**config.mk**
```make
export PLATFORM = sky130hd
export DESIGN_NAME = imem_fetch_resp
export DESIGN_NICKNAME = d
export VERILOG_FILES = /design/src/rtl/imem_pkg.sv /design/src/rtl/imem_rsp_fifo.sv /design/src/rtl/imem_fetch_resp.sv
export SDC_FILE = /design/constraint.sdc
export NUM_CORES = 1
export LEC_CHECK = 0
export CAP_MARGIN = 20
export CORE_UTILIZATION = 40
export DETAILED_ROUTE_END_ITERATION = 8
export SETUP_SLACK_MARGIN = 0.02
export SLEW_MARGIN = 30
export SYNTH_ARGS = -nofsm -noshare
export SYNTH_HDL_FRONTEND = slang
export SYNTH_HIERARCHICAL = 1
export SYNTH_SLANG_ARGS = --single-unit
```
**constraint.sdc**
```tcl
create_clock -name clk -period 9.2 [get_ports clk]
set_clock_uncertainty 0.1 [all_clocks]
set_input_delay 2.3 -clock clk [delete_from_list [all_inputs] [get_ports clk]]
set_output_delay 2.3 -clock clk [all_outputs]
set_load 0.05 [all_outputs]
```
**src/rtl/imem_pkg.sv**
```systemverilog
`default_nettype none
// ============================================================================
//  Module      : imem_pkg
//  Description : Shared constants, response record and instruction-ROM
//                contents for the instruction fetch-response path.
//  Revision    : 1.0 - initial release
// ============================================================================
package imem_pkg;

    // Byte address of instruction word 0
    localparam logic [31:0] C_BASE_DEFAULT = 32'h0000_3000;

    // Instruction returned in place of a faulting fetch
    localparam logic [31:0] C_NOP = 32'h0000_0000;

    // One fetch response as it travels through the pipeline and FIFO
    typedef struct packed {
        logic [31:0] inst;
        logic [31:2] addr;
        logic        fault;
    } imem_rsp_t;

    // Fixed ROM image: word index in the upper bits, an ADDI opcode below
    function automatic logic [31:0] imem_rom_word(input logic [31:0] idx);
        return (idx << 12) | 32'h0000_0013;
    endfunction

endpackage
`default_nettype wire

```
**src/rtl/imem_rsp_fifo.sv**
```systemverilog
`default_nettype none
// ============================================================================
//  Module      : imem_rsp_fifo
//  Description : Small circular FIFO holding fetch responses until the
//                consumer takes them. Synchronous clear drops all entries.
//  Revision    : 1.0 - initial release
// ============================================================================
module imem_rsp_fifo
    import imem_pkg::*;
#(
    parameter int DEPTH = 3
) (
    input  logic                           clk,
    input  logic                           rst,
    input  logic                           clear_i,
    input  logic                           push_i,
    input  imem_rsp_t                      wdata_i,
    input  logic                           pop_i,
    output imem_rsp_t                      rdata_o,
    output logic                           full_o,
    output logic                           empty_o,
    output logic [$clog2(DEPTH+1)-1:0]     count_o
);

    localparam int CW = $clog2(DEPTH + 1);
    localparam int PW = (DEPTH > 1) ? $clog2(DEPTH) : 1;
    localparam logic [PW-1:0] C_LAST = PW'(DEPTH - 1);
    localparam logic [CW-1:0] C_FULL = CW'(DEPTH);

    logic [PW-1:0] wr_ptr_q;
    logic [PW-1:0] rd_ptr_q;
    logic [CW-1:0] count_q;
    imem_rsp_t     mem_q [DEPTH];

    logic w_do_push;
    logic w_do_pop;

    // Pointers wrap at DEPTH, which need not be a power of two
    function automatic logic [PW-1:0] f_inc(input logic [PW-1:0] p);
        return (p == C_LAST) ? '0 : p + PW'(1);
    endfunction

    assign empty_o   = (count_q == '0);
    assign full_o    = (count_q == C_FULL);
    assign count_o   = count_q;
    assign rdata_o   = mem_q[rd_ptr_q];
    assign w_do_pop  = pop_i & ~empty_o;
    assign w_do_push = push_i & (~full_o | w_do_pop);

    // Storage array; no reset needed since reads are qualified by count
    always_ff @(posedge clk) begin
        if (w_do_push && !clear_i) begin
            mem_q[wr_ptr_q] <= wdata_i;
        end
    end

    // Pointer and occupancy bookkeeping
    always_ff @(posedge clk or negedge rst) begin
        if (!rst) begin
            wr_ptr_q <= '0;
            rd_ptr_q <= '0;
            count_q  <= '0;
        end else if (clear_i) begin
            wr_ptr_q <= '0;
            rd_ptr_q <= '0;
            count_q  <= '0;
        end else begin
            if (w_do_push) begin
                wr_ptr_q <= f_inc(wr_ptr_q);
            end
            if (w_do_pop) begin
                rd_ptr_q <= f_inc(rd_ptr_q);
            end
            count_q <= count_q + CW'(w_do_push) - CW'(w_do_pop);
        end
    end

endmodule
`default_nettype wire

```
**src/rtl/imem_fetch_resp.sv**
```systemverilog
`default_nettype none
// ============================================================================
//  Module      : imem_fetch_resp
//  Description : Fixed-latency instruction fetch. Requests read the ROM,
//                travel a LAT-stage valid-tagged pipeline and land in a
//                credit-protected response FIFO of depth LAT+1.
//                Optional macro IMEM_RANGE_CHECK_EN enables out-of-range
//                fault reporting with NOP substitution.
//  Revision    : 1.0 - initial release
// ============================================================================
module imem_fetch_resp
    import imem_pkg::*;
#(
    parameter int          LAT  = 2,
    parameter int          AW   = 10,
    parameter logic [31:0] BASE = C_BASE_DEFAULT
) (
    input  logic        clk,
    input  logic        rst,
    input  logic        req_valid,
    input  logic [31:2] req_addr,
    output logic        req_ready,
    input  logic        flush,
    output logic        rsp_valid,
    input  logic        rsp_ready,
    output logic [31:0] rsp_inst,
    output logic [31:2] rsp_addr,
    output logic        rsp_fault
);

    localparam int          DEPTH       = LAT + 1;
    localparam int          CW          = $clog2(DEPTH + 1);
    localparam logic [31:0] C_IDX_MASK  = (32'd1 << AW) - 32'd1;
    localparam logic [31:2] C_BASE_WORD = BASE[31:2];
    localparam logic [CW-1:0] C_CREDITS = CW'(DEPTH);

    // Lookup
    logic [31:2] w_offset;
    logic [31:0] w_idx;
    logic        w_fault;
    logic [31:0] w_word;
    imem_rsp_t   w_lookup;

    // Pipeline and credit state
    logic [LAT-1:0] pipe_vld_q;
    imem_rsp_t      pipe_data_q [LAT];
    logic [CW-1:0]  inflight_q;
    logic [CW-1:0]  inflight_d;
    logic           req_ready_q;
    logic           req_ready_d;
    logic [CW-1:0]  w_occ_next;

    // FIFO interface
    logic           w_accept;
    logic           w_exit;
    logic           w_push;
    logic           w_pop;
    logic           w_full;
    logic           w_empty;
    logic [CW-1:0]  w_count;
    imem_rsp_t      w_head;

    assign req_ready = req_ready_q;
    assign w_accept  = req_valid & req_ready_q;
    assign w_exit    = pipe_vld_q[LAT-1];
    assign w_pop     = rsp_valid & rsp_ready;
    // Exit entries are dropped on flush; the credit limit keeps the FIFO from overflowing
    assign w_push    = w_exit & ~flush & (~w_full | w_pop);

    // ROM lookup with index taken relative to BASE, modulo the array size
    always_comb begin
        w_offset = req_addr - C_BASE_WORD;
        w_idx    = {2'b00, w_offset} & C_IDX_MASK;
`ifdef IMEM_RANGE_CHECK_EN
        w_fault  = ({2'b00, w_offset} > C_IDX_MASK);
        w_word   = w_fault ? C_NOP : imem_rom_word(w_idx);
`else
        w_fault  = 1'b0;
        w_word   = imem_rom_word(w_idx);
`endif
        w_lookup.inst  = w_word;
        w_lookup.addr  = req_addr;
        w_lookup.fault = w_fault;
    end

    // Valid-tagged delay line; flush kills older stages but keeps a same-cycle request
    always_ff @(posedge clk or negedge rst) begin
        if (!rst) begin
            pipe_vld_q <= '0;
            for (int i = 0; i < LAT; i++) begin
                pipe_data_q[i] <= '0;
            end
        end else begin
            pipe_vld_q[0] <= w_accept;
            if (w_accept) begin
                pipe_data_q[0] <= w_lookup;
            end
            for (int i = 1; i < LAT; i++) begin
                pipe_vld_q[i]  <= flush ? 1'b0 : pipe_vld_q[i-1];
                pipe_data_q[i] <= pipe_data_q[i-1];
            end
        end
    end

    // Next-state credit accounting: in-flight count plus FIFO occupancy
    always_comb begin
        if (flush) begin
            inflight_d = CW'(w_accept);
            w_occ_next = '0;
        end else begin
            inflight_d = inflight_q + CW'(w_accept) - CW'(w_exit);
            w_occ_next = w_count + CW'(w_push) - CW'(w_pop);
        end
        req_ready_d = ((inflight_d + w_occ_next) < C_CREDITS);
    end

    // Registered credit state; req_ready stays low throughout reset
    always_ff @(posedge clk or negedge rst) begin
        if (!rst) begin
            inflight_q  <= '0;
            req_ready_q <= 1'b0;
        end else begin
            inflight_q  <= inflight_d;
            req_ready_q <= req_ready_d;
        end
    end

    imem_rsp_fifo #(
        .DEPTH (DEPTH)
    ) u_rsp_fifo (
        .clk     (clk),
        .rst     (rst),
        .clear_i (flush),
        .push_i  (w_push),
        .wdata_i (pipe_data_q[LAT-1]),
        .pop_i   (w_pop),
        .rdata_o (w_head),
        .full_o  (w_full),
        .empty_o (w_empty),
        .count_o (w_count)
    );

    // Idle outputs read as NOP at BASE with no fault
    assign rsp_valid = ~w_empty;
    assign rsp_inst  = w_empty ? 32'h0000_0000 : w_head.inst;
    assign rsp_addr  = w_empty ? C_BASE_WORD : w_head.addr;
    assign rsp_fault = ~w_empty & w_head.fault;

endmodule
`default_nettype wire

```
Word-level counts from Yosys, hierarchy flattened
Memories as Yosys holds them, arrays and structs flattened.
Cells that the tools add are included.
{"block": "word_totals", "regBits": 97, "ramBits": 129, "inputBits": 35, "out_inout_bits": 65, "wordCells": 56, "memories": 1}
{"memory": "u_rsp_fifo.mem_q", "depth": 3, "width": 43, "read_ports": 1, "rd_clocked_by_memory_dff": 0, "write_ports": 1, "line": "imem_rsp_fifo.sv:33", "rtl": "imem_rsp_t mem_q [DEPTH];"}
{"block": "op_classes", "addsub": 10, "order_cmp": 1, "n_eq_ne": 3, "mux": 14, "bitwise_logic": 12, "n_reduce_logical": 5}
{"cell": "2-to-1 mux 32 bit", "n": 1}
{"cell": "2-to-1 mux 30 bit", "n": 1}
{"cell": "2-to-1 mux 2 bit", "n": 9}
{"cell": "subtractor 10 x 1 -> 10 bit (second input constant)", "n": 1}
{"cell": "adder 2 x 1 -> 2 bit", "n": 3}
{"cell": "AND 1 bit", "n": 6}
{"cell": "equality test 2 bit (second input constant)", "n": 3}
{"cell": "subtractor 2 x 1 -> 2 bit", "n": 3}
{"cell": "adder 2 x 1 -> 2 bit (second input constant)", "n": 2}
{"cell": "nonzero test 2 bit", "n": 2}
{"cell": "2-to-1 mux 1 bit", "n": 3}
{"cell": "inverter 1 bit", "n": 3}
{"cell": "adder 2 bit", "n": 1}
{"cell": "logical NOT 2 bit", "n": 1}
{"cell": "< comparator 2 bit (second input constant)", "n": 1}
{"cell": "OR 1 bit", "n": 2}
{"cell": "AND 1 bit (second input constant)", "n": 1}
{"cell": "logical AND 1 bit", "n": 1}
{"cell": "logical NOT 1 bit", "n": 1}

Logic depth before layout (Yosys ltp)
{"block": "logic_depth", "word_depth": 10, "ltp_mapped": 10, "mapped_depth_nobuf": 10}

Cells and area by module
The synthesis kept the hierarchy.
{"module": "imem_rsp_fifo", "instances": 1, "cells_each": 435, "area_per_inst_um2": 7318.3, "seq_area_each_um2": 5825.6}
{"module": "imem_fetch_resp", "instances": 1, "cells_each": 195, "area_per_inst_um2": 2672.6, "seq_area_each_um2": 1676.6}

Least setup slack after synthesis
OpenSTA, ideal clock, no wires.
{"block": "synth_path", "path_kind": "input-to-reg", "startpoint": "input rsp_ready", "endpoint": "memory u_rsp_fifo/mem_q[2][0] in the netlist's numbering (enable)", "setup_ps": 662, "arrival_time_ps": 9545, "required_time_ps": 8438, "slack_ps": -1107, "stages": 5, "path_buffers": 0, "path_cell_list": "nor2b_1 nor2b_1 nor3b_1 nand2_1 nor4b_1"}
{"block": "synth_between", "elab_chain_cells": 7, "elab_cells_between_ends": 9, "cone_classes": "mux (2); bitwise (6); reduce/logical (1)"}
{"item": "start, declared", "line": "imem_fetch_resp.sv:25", "rtl": "input logic rsp_ready,"}
{"item": "AND 1 bit", "line": "imem_fetch_resp.sv:66", "rtl": "assign w_pop = rsp_valid & rsp_ready;"}
{"item": "OR 1 bit", "line": "imem_fetch_resp.sv:68", "rtl": "assign w_push = w_exit & ~flush & (~w_full | w_pop);"}
{"item": "AND 1 bit", "line": "imem_fetch_resp.sv:68"}
{"item": "via w_push", "line": "imem_fetch_resp.sv:56", "rtl": "logic w_push;"}
{"item": "AND 1 bit", "line": "imem_rsp_fifo.sv:48", "rtl": "assign w_do_push = push_i & (~full_o | w_do_pop);"}
{"item": "logical AND 1 bit", "line": "imem_rsp_fifo.sv:52", "rtl": "if (w_do_push && !clear_i) begin"}
{"item": "2-to-1 mux 1 bit", "line": "imem_rsp_fifo.sv:52"}
{"item": "2-to-1 mux 1 bit (implied by the code)", "line": "imem_rsp_fifo.sv:53", "rtl": "mem_q[wr_ptr_q] <= wdata_i;"}
{"item": "end, declared", "line": "imem_rsp_fifo.sv:33"}
The timed path passes the listed nets, and every way through them passes these cells.

==> summary.txt <==
Outcome
  • Outcome: completed

Synth
  • Syn_area_per_cell: 15.9 um2
  • Register area share after synthesis: 75.1%
  • Post-synth EDFFs: ~190
  • Top_reg_cell synth: edfxtp_1
  • Post-synth ARST share: 27.9%
  • Mapped Area: 9990 um2
  • Area leader, netlist: edfxtp_1
  • Yosys top cell area share: about 57%
  • Post-synthesis cell count: between 600 and 700
  • Synth area leaders: edfxtp_1 (57%), dfrtp_1 (18%), mux2i_1 (6.5%)
  • Synth cell types: 32
  • Yosys warns: 6
  • #FFs+latches synth: 262

Power and ir drop
  • Static Leak: 0.00429 uW
  • Maximum vdd drop: around 0.00013 V
  • Cell Pwr Density: 232 nW/um2

Route
  • Avg WL per Cell: 14.8 um
  • TritonRoute pass-1 iters: 4
  • Vias: 5123
  • Drt drc: 0
  • Antenna-violating nets left: 0
  • Routed Wire Length: 16800 um
  • Initial DRC Count: 152
  • DR vias/cell: roughly 4.5

Setup path
  • Worst r2r dst: u_rsp_fifo/mem_q[1][54]
  • Crit path launch type: flop
  • Worst reg2reg setup slack: 5.77 ns
  • Delay-heaviest family, CP: buffers and inverters
  • Worst stage delay on the critical path: approximately 0.74 ns
  • Critical path endpoint: rsp_addr[12]
  • Worst Path Required: 6.80 ns
  • Critical path class: reg2out
  • Reg2reg path depth: 7
  • CP startpoint: u_rsp_fifo/rd_ptr_q[1]
  • Data arrival time at the worst-slack endpoint: about 3.3 ns
  • Crit path buf inv count: 2
  • Critical path cell sequence: buf_4 > o21ai_0 > or2_2 > clkdlybuf4s50_1
  • CP Capture Type: output port
  • FF-to-FF Start: u_rsp_fifo/count_o[1]
  • CP max-delay cell: dfrtp_4
  • Crit path depth: 4
  • Max Fanout on Critical Path: 80

Clock tree
  • Clock buffer depth: 3
  • Cts repair resizes: 0
  • Worst skew pair latency: 0.52 ns
  • Clk sink count: 262
  • CTS tree: yes
  • CTS H-tree lvls: 1
  • Root Driver: clkbuf_16
  • Total CTS buffers: 28
  • Hold_buf cts: 0
  • CTS clk-pin slew, worst paths: 0.06 ns
  • Setup bufs post-CTS: 0

Timing
  • Slew Viols, Final: 0
  • RSZ-0062 raised after global routing: no
  • Final Hold Viols: 0
  • Final setup viols: 0
  • Min Hold Slack: 0.274 ns
  • Max transition margin: 38.6%
  • Fmax: 177 MHz
  • Final Cycle Share: 61.4%
  • Setup TNS: 0 ns
  • Slew @ Worst Pin: 0.921 ns
  • Min Tclk post-route: 5.65 ns

Min path
  • Min-Delay Path Class: reg2reg
  • Worst Hold Depth: 0

GRT
  • Largest net degree at the start of global routing: 81
  • Grt ovf: 0
  • First-pass GRT wire length: 27200 um
  • Initial antenna violation count: 0
  • Gr usage total: 13.5%
  • Vias in the first global route: 5420

Layout
  • Layout area overhead: 25.1%
  • Multi-input logic area: 2540 um2
  • Ratio of cells with drive above 1 in the final layout: between 10% and 20%
  • Nets: between 800 and 900
  • Register area: 7510 um2
  • Ant. Diodes: 0
  • Fillers: ~2k

Die
  • Row Count: 57
  • Io pins: 100
  • Die X: 160 um
  • Initial Util: 41.0%
  • Die extent in y: 160 um
  • Die area: between 20000 and 30000 um2
  • Core Region: roughly 24000 um2

Placement
  • GPL Wtd Cong: around 0.74
  • Buffers on Ports: between 90 and 100
  • Hpwl dp: roughly 10000 um

Flow run
  • Max-cap viol count: 0
==> worst register-to-register path, cell delays in order (launching register included) <==
cell and delay, ns:
dfrtp_1 0.50, nor2_4 0.20, nor2b_1 0.28, nor2b_1 0.09, nor3b_1 0.33, nand2_1 0.28, nor2_4 0.71, buf_4 0.57
==> through the flow <==
step	cells	util (%)	setup slack [ns]	area, um2	total power (uW)
global placement	1085	47.2	3.68	11500	1780
detailed placement	1086	47.3	3.62	11500	1800
global route	1138	51.3	3.30	12500	3010
floorplan	689	-	2.07	10200	1680
CTS	1138	51.2	3.48	12500	2930
finish	1138	51.3	3.55	12500	2890
==> synth_stat cells, types with 2 or more instances <==
cell type,n
xnor3_1,3
nand2_1,66
nor2_1,5
mux2i_1,65
clkbuf_1,19
buf_6,4
ha_1,7
inv_1,9
or2_2,2
nor2b_1,67
nand2b_1,3
dfrtp_1,73
o21ai_0,33
buf_4,3
edfxtp_1,189
buf_2,6
o21ai_1,31
mux2_2,31
==> placed cells by master (no fill, tap or decap), types with 2 or more instances in the layout <==
| cell | n |
|---|---|
| dfrtp_4 | 2 |
| inv_1 | 9 |
| buf_4 | 5 |
| nor2_4 | 2 |
| clkbuf_16 | 29 |
| mux2_2 | 31 |
| clkinv_2 | 7 |
| mux2i_1 | 65 |
| nand2b_1 | 3 |
| o21ai_0 | 33 |
| clkdlybuf4s50_1 | 98 |
| xnor3_1 | 3 |
| o21ai_1 | 31 |
| clkbuf_1 | 5 |
| clkbuf_8 | 5 |
| edfxtp_1 | 189 |
| dfrtp_1 | 71 |
| nor2b_1 | 67 |
| ha_1 | 7 |
| conb_1 | 60 |
| nor2_1 | 3 |
| bufinv_16 | 3 |
| nand2_1 | 66 |
| or2_2 | 2 |
==> cells by family (layout without fill, tap and decap cells) <==
family	count (synthesis)	count (layout)	synth area share (%)
multiplexers	96	96	10.0
buffers and inverters	41	166	2.03
flip-flops	262	262	75.1
other	1	60	0.0375
AO/OA/AOI/OAI	66	66	3.34
adder cells (fa/ha/maj)	7	7	0.877
XOR/XNOR	5	5	0.852
AND/OR/NAND/NOR	152	152	7.76
==> flip-flops by register name, summed over array words and instances (netlist names) <==
| signal | cells |
|---|---|
| u_rsp_fifo/mem_q | 189 |
| pipe_data_q | 62 |
| inflight_q | 2 |
| pipe_vld_q | 2 |
| u_rsp_fifo/count_o | 2 |
| u_rsp_fifo/rd_ptr_q | 2 |
| u_rsp_fifo/wr_ptr_q | 2 |
| req_ready | 1 |
==> where the power goes <==
group,switching [uW],total [uW],internal [uW]
Clock,424,1130,701
Combinational,176,301,125
Sequential,64.0,1470,1400
Total,664,2890,2230
==> cell type report <==
type / count / share of cell area, %
clock buffer: 39 / 6.51
clock inverter: 13 / 1.18
inverter: 9 / 0.270
multi-input combinational: 386 / 20.3
sequential: 262 / 60.1
tap: 324 / 3.24
timing repair buffer: 105 / 8.40
==> layer usage <==
| layer | GRT usage, % | vias to the layer above | wire length, um |
|---|---|---|---|
| li1 | - | 2533 | - |
| met1 | 16.3 | 2467 | 7280 |
| met2 | 24.3 | 92 | 8540 |
| met3 | 2.18 | 31 | 606 |
| met4 | 4.59 | 0 | 363 |
| met5 | 0 | - | 0 |
==> worst min-delay path by stage <==
stage | start | end | slack [ns]
4_1_cts | pipe_data_q[82] | pipe_data_q[19] | 0.28
2_1_floorplan | pipe_data_q[98] | pipe_data_q[35] | 0.25
3_3_place_gp | pipe_data_q[83] | pipe_data_q[20] | 0.26
5_1_grt | pipe_data_q[77] | pipe_data_q[14] | 0.28
6_report | pipe_data_q[64] | pipe_data_q[1] | 0.27
3_5_place_dp | pipe_data_q[82] | pipe_data_q[19] | 0.26
Power figures use the tool's default switching activity.
